===== config.mk =====
export PLATFORM = sky130hd
export DESIGN_NAME = doppler_freq_meter
export DESIGN_NICKNAME = d
export VERILOG_FILES = /design/src/rtl/doppler_freq_meter.sv
export SDC_FILE = /design/constraint.sdc
export NUM_CORES = 1
export LEC_CHECK = 0
export ABC_AREA = 1
export BUFFER_PORTS_ARGS = -buffer_cell sky130_fd_sc_hd__buf_2
export CAP_MARGIN = 20
export CORE_UTILIZATION = 50
export CTS_BUF_LIST = sky130_fd_sc_hd__clkbuf_8
export CTS_CLUSTER_DIAMETER = 200
export DETAILED_ROUTE_END_ITERATION = 8
export PLACE_DENSITY = 0.73
export SYNTH_ARGS = -nofsm -noshare
export SYNTH_HDL_FRONTEND = slang
export SYNTH_SLANG_ARGS = --single-unit

===== constraint.sdc =====
create_clock -name clk -period 2.7 [get_ports clk]
set_clock_uncertainty 0.05 [all_clocks]
set_input_delay 0.135 -clock clk [delete_from_list [all_inputs] [get_ports clk]]
set_output_delay 0.135 -clock clk [all_outputs]
set_load 0.03 [all_outputs]

===== src/rtl/doppler_freq_meter.sv =====
`default_nettype none
// =====================================================================
// doppler_freq_meter : I/Q rotation-rate estimator by quadrant counting
// Rev 1.0
// =====================================================================
module doppler_freq_meter #(
  parameter int SAMPLE_W = 10,
  parameter int WIN_LOG2 = 10
) (
  input  logic                clk,
  input  logic                rst_n,
  input  logic                enable,
  input  logic                in_valid,
  input  logic [SAMPLE_W-1:0] real_in,
  input  logic [SAMPLE_W-1:0] imag_in,
  output logic [31:0]         freq_est,
  output logic                est_valid,
  output logic [15:0]         ambig_count,
  output logic                busy
);

  localparam int                c_ACC_W    = WIN_LOG2 + 2;
  localparam int                c_SHIFT    = 30 - WIN_LOG2;
  localparam logic [WIN_LOG2-1:0] c_CNT_LAST = '1;
  localparam logic [15:0]       c_AMB_MAX  = 16'hFFFF;

  typedef enum logic [1:0] {
    S_IDLE  = 2'd0,
    S_PRIME = 2'd1,
    S_RUN   = 2'd2
  } state_t;

  state_t r_state;
  state_t w_state_nxt;

  logic                       r_est_valid;
  logic [31:0]                r_freq_est;
  logic [15:0]                r_ambig_count;
  logic signed [c_ACC_W-1:0]  r_acc;
  logic [15:0]                r_amb;
  logic [WIN_LOG2-1:0]        r_cnt;
  logic [1:0]                 r_q_prev;

  logic                       w_accept;
  logic                       w_prime_load;
  logic                       w_run_step;
  logic                       w_close;
  logic [1:0]                 w_q_new;
  logic [1:0]                 w_d;
  logic signed [c_ACC_W-1:0]  w_step;
  logic                       w_amb_inc;
  logic signed [c_ACC_W-1:0]  w_acc_nxt;
  logic [15:0]                w_amb_nxt;
  logic signed [31:0]         w_acc_ext;
  logic [31:0]                w_freq_nxt;
  logic                       w_unused_bits;

  // Only the sign bits matter; Q0..Q3 numbered counter-clockwise.
  assign w_q_new = {imag_in[SAMPLE_W-1], real_in[SAMPLE_W-1] ^ imag_in[SAMPLE_W-1]};
  assign w_unused_bits = ^{real_in[SAMPLE_W-2:0], imag_in[SAMPLE_W-2:0]};

  assign w_accept     = enable & in_valid;
  assign w_prime_load = w_accept & (r_state != S_RUN);
  assign w_run_step   = w_accept & (r_state == S_RUN);
  assign w_close      = w_run_step & (r_cnt == c_CNT_LAST);
  assign w_d          = w_q_new - r_q_prev;

  always_comb begin
    w_step    = '0;
    w_amb_inc = 1'b0;
    case (w_d)
      2'd1:    w_step = c_ACC_W'(1);
      2'd3:    w_step = '1;
      2'd2:    w_amb_inc = 1'b1;
      default: w_step = '0;
    endcase
  end

  assign w_acc_nxt  = r_acc + w_step;
  assign w_amb_nxt  = (w_amb_inc && (r_amb != c_AMB_MAX)) ? r_amb + 16'd1 : r_amb;
  assign w_acc_ext  = {{(32-c_ACC_W){w_acc_nxt[c_ACC_W-1]}}, w_acc_nxt};
  assign w_freq_nxt = w_acc_ext <<< c_SHIFT;

  always_ff @(posedge clk or negedge rst_n) begin
    if (!rst_n) r_state <= S_IDLE;
    else        r_state <= w_state_nxt;
  end

  always_comb begin
    w_state_nxt = r_state;
    if (!enable) begin
      w_state_nxt = S_IDLE;
    end else begin
      case (r_state)
        S_IDLE:  w_state_nxt = w_accept ? S_RUN : S_PRIME;
        S_PRIME: w_state_nxt = w_accept ? S_RUN : S_PRIME;
        S_RUN:   w_state_nxt = S_RUN;
        default: w_state_nxt = S_IDLE;
      endcase
    end
  end

  always_ff @(posedge clk or negedge rst_n) begin
    if (!rst_n) begin
      r_est_valid   <= 1'b0;
      r_freq_est    <= '0;
      r_ambig_count <= '0;
      r_acc         <= '0;
      r_amb         <= '0;
      r_cnt         <= '0;
      r_q_prev      <= '0;
    end else if (!enable) begin
      r_est_valid <= 1'b0;
      r_acc       <= '0;
      r_amb       <= '0;
      r_cnt       <= '0;
    end else begin
      r_est_valid <= 1'b0;
      if (w_prime_load) begin
        r_q_prev <= w_q_new;
      end
      if (w_run_step) begin
        r_q_prev <= w_q_new;
        // Window close restarts the sums in the same edge; q_prev carries over.
        if (w_close) begin
          r_est_valid   <= 1'b1;
          r_freq_est    <= w_freq_nxt;
          r_ambig_count <= w_amb_nxt;
          r_acc         <= '0;
          r_amb         <= '0;
          r_cnt         <= '0;
        end else begin
          r_acc <= w_acc_nxt;
          r_amb <= w_amb_nxt;
          r_cnt <= r_cnt + WIN_LOG2'(1);
        end
      end
    end
  end

  assign freq_est    = r_freq_est;
  assign est_valid   = r_est_valid;
  assign ambig_count = r_ambig_count;
  assign busy        = enable & (r_state != S_IDLE);

endmodule
`default_nettype wire


==> flow_summary.ini <==
[critical_path]
cp_slowest_cell = dfrtp_1
r2r-start = r_q_prev[0]$_DFFE_PN0P_
cp-end-kind = flop
slowest_delay_ns = 0.38
cp.arrival_ns = 2.62
crit_fanout = 9
crit_chain = ha_1 > inv_1 > nand3_4 > nand2_2 > nand2_2 > ha_1 > a21oi_1 > o21ai_1 > nand2_1 > nand3_1 > nand3_1 > o21ai_1
r2r_slack_ns = 0.26
worstSetupStartpoint = r_q_prev[0]$_DFFE_PN0P_
r2r_cells = 12
startpoint_type = flop
r2r_end = r_acc[8]$_DFFE_PN0P_
worstSetupPathType = flop to flop
cp.required_ns = 2.88
worstSetupEndpoint = r_acc[8]$_DFFE_PN0P_

[cts]
clk_path_buf_depth = 2
post-cts-setup-buffers = 0
h-tree-depth = 3
cts_tree = done
cts_buffers = 9
postCtsHoldBufs = 2
post_cts_resize_count = 0
cts.reportedPaths.clkPinSlew_ns = 0.08
numClockSinks = 71
root_buffer = clkbuf_8
clock_latency_ns = 0.35

[sta]
setup_viol = 0
finalCriticalPeriod_ns = 2.44
hold_viol = 0
period_share = 0.904
finalSetupTns_ns = 0
fin_hold_ws_ns = 0.0545
max_freq_mhz = 410
tightest_slew_ns = 0.565
slew_violations = 0
rsz0062_at_grt = no
slew_headroom = 0.618
setup_ws_ns = 0.260

[floorplan]
num_io_pins = 74
fp.coreArea_mm2 = 0.00789
die_h_um = 93.2
initial_core_util = 0.527
die_x_um = 93.2
die_area_mm2 = 0.00869
num_rows = 32

[pwr]
seq_power_share = 0.433
p_clk_frac = 0.369
combPwrFrac = 0.199
p_switching_mw = 0.812
p_int_mw = 1.75
p_leak_nw = 2.21
ir_drop_mv = 0.326
power_density_mw_per_mm2 = 564
total_power_mw = 2.56
switching_share = 0.317

[grt]
grt_max_degree = 37
antenna_found_initial = 0
grt-ovfl-total = 0
grtUsageMet2 = 0.429
grt_first_pass_wirelength_mm = 16.4
busiest_layer = met2
grt_pass1_vias = 3629
grtUsageTotal = 0.242
grt_use_met1 = 0.292
grt_use_met3 = 0.0455

[placed_design]
gp_congestion = 0.918
place_worst_setup_slack_ns = 0.217
hpwl_mm = 6.74
numPortBuffers = 35
placed_area_mm2 = 0.00430

[synth]
synthCells = 519
synthDistinctLibCells = 37
synth_area_mm2 = 0.00416
yosys_warnings = 0
synth_seq_cells = 71
synth-seq-area-share = 0.427
syn_avg_cell_area_um2 = 8.01

[cells_and_area]
stdcell_area_mm2 = 0.00454
fin_nets = 588
drive_above_1_share = 0.156
diodes = 0
area_delta_synth_final_pct = 9.24

[status]
status = finished, final reports clean

[route]
num_vias = 3603
ant_nets = 0
wl_per_cell_um = 14.4
wl_mm = 9.57
dr.first_iter.drc_count = 124
viasPerCell = 5.41
drt-pass1-iter-count = 4
drcViolationCount = 0

[run]
maxCapViolations = 0

[hold_path]
hp-class = primary input to flop
==> critical path: cells and delay by family (launching register included) <==
kind / cells / cell delay, ns
adders and majority gates: 2 / 0.55
and+or+nand+nor: 6 / 0.55
AOI/OAI and AO/OA: 3 / 0.49
DFF: 1 / 0.38
buffers and inverters: 1 / 0.30
==> cell usage after synthesis <==
library cell / instances / area (µm²)
a2111oi_0: 1 / 8.76
a21boi_1: 1 / 7.51
a21oi_1: 3 / 15.0
a22o_1: 1 / 8.76
buf_12: 1 / 20.0
buf_2: 4 / 20.0
buf_4: 20 / 150
buf_6: 5 / 56.3
clkbuf_1: 3 / 11.3
clkbuf_8: 3 / 41.3
clkinv_1: 1 / 3.75
conb_1: 1 / 3.75
dfrtp_1: 71 / 1780
ha_1: 5 / 62.6
inv_1: 52 / 195
inv_2: 2 / 7.51
nand2_1: 138 / 518
nand2_2: 12 / 75.1
nand2_4: 1 / 11.3
nand3_1: 38 / 190
nand3_2: 1 / 10.0
nand3_4: 3 / 52.6
nand4_1: 16 / 100
nor2_1: 26 / 97.6
nor2_2: 5 / 31.3
nor2_4: 3 / 33.8
nor3_1: 8 / 40.0
nor3_2: 1 / 10.0
nor4_1: 2 / 12.5
o21ai_0: 30 / 150
o21ai_1: 13 / 65.1
o22ai_1: 18 / 113
o31ai_1: 2 / 15.0
o32ai_1: 1 / 8.76
o41ai_1: 7 / 61.3
xnor2_1: 5 / 43.8
xor2_1: 15 / 131
==> registers in the layout, indices dropped and copies added (netlist names) <==
| name | cells |
|---|---|
| ambig_count | 16 |
| r_state | 2 |
| r_q_prev | 2 |
| r_amb | 16 |
| r_acc | 12 |
| freq_est | 12 |
| est_valid | 1 |
| r_cnt | 10 |
==> power groups by stage <==
stage                     clock network, mW  logic [mW]  registers, mW
after detailed placement                  0       0.499           1.13
after global placement                    0       0.487           1.13
after CTS                             0.964       0.505           1.11
final                                 0.944       0.509           1.11
after floorplan                           0       0.432           1.12
after global routing                   1.00       0.569           1.11
==> placed cells by master, fill, tap and decap left out, types with 5 or more instances in the layout <==
cell type and n:
nand2_1 138, dfrtp_1 71, inv_1 52, nand3_1 38, buf_2 35, o21ai_0 30
nor2_1 26, conb_1 20, o22ai_1 18, nand4_1 16, xor2_1 15, o21ai_1 13
nand2_2 12, clkbuf_8 9, buf_4 9, nor3_1 8, o41ai_1 7, xnor2_1 5
nor2_2 5, ha_1 5
==> how the worst min path moves through the flow <==
stage                            endpoint  slack, ns  startpoint  cells after the start
2_1_floorplan  ambig_count[0]$_DFFE_PN0P_      -0.21       rst_n                      0
3_3_place_gp         r_cnt[4]$_DFFE_PN0P_       0.18       rst_n                      2
3_5_place_dp   ambig_count[3]$_DFFE_PN0P_       0.18       rst_n                      2
4_1_cts              r_cnt[0]$_DFFE_PN0P_       0.02      enable                      3
5_1_grt              r_state[1]$_DFF_PN0_       0.05      enable                      3
6_report             r_cnt[0]$_DFFE_PN0P_       0.05      enable                      3
==> final cells by class <==
cell class / count / area, µm²
tap: 102 / 128
clock buffer: 9 / 124
fill: 708 / 3340
multi-input combinational: 376 / 1950
sequential: 71 / 1780
inverter: 55 / 206
timing repair buffer: 46 / 263
clock inverter: 7 / 97.6
==> metrics by stage <==
| step | util | std cells |
|---|---|---|
| 5_1_grt | 0.576 | 666 |
| 4_1_cts | 0.576 | 666 |
| 6_report | 0.576 | 666 |
| 3_5_place_dp | 0.545 | 648 |
| 3_3_place_gp | 0.545 | 648 |
| 2_1_floorplan | - | 538 |
==> routing by layer <==
metal / share of wire / vias up
met3: 0.040 / 15
li1: - / 1754
met4: 0.016 / 0
met1: 0.44 / 1740
met5: 0 / -
met2: 0.51 / 94
==> kinds of logic (layout without fill, tap and decap cells) <==
| family | after synthesis | count (layout) | share of synthesized area |
|---|---|---|---|
| AO/OA/AOI/OAI | 77 | 77 | 0.109 |
| XOR/XNOR | 20 | 20 | 0.0421 |
| adder cells (fa/ha/maj) | 5 | 5 | 0.0150 |
| buffers and inverters | 91 | 117 | 0.122 |
| flip-flops | 71 | 71 | 0.427 |
| other | 1 | 20 | 0.000902 |
| AND/OR/NAND/NOR | 254 | 254 | 0.284 |
(Power assumes the default switching activity.)
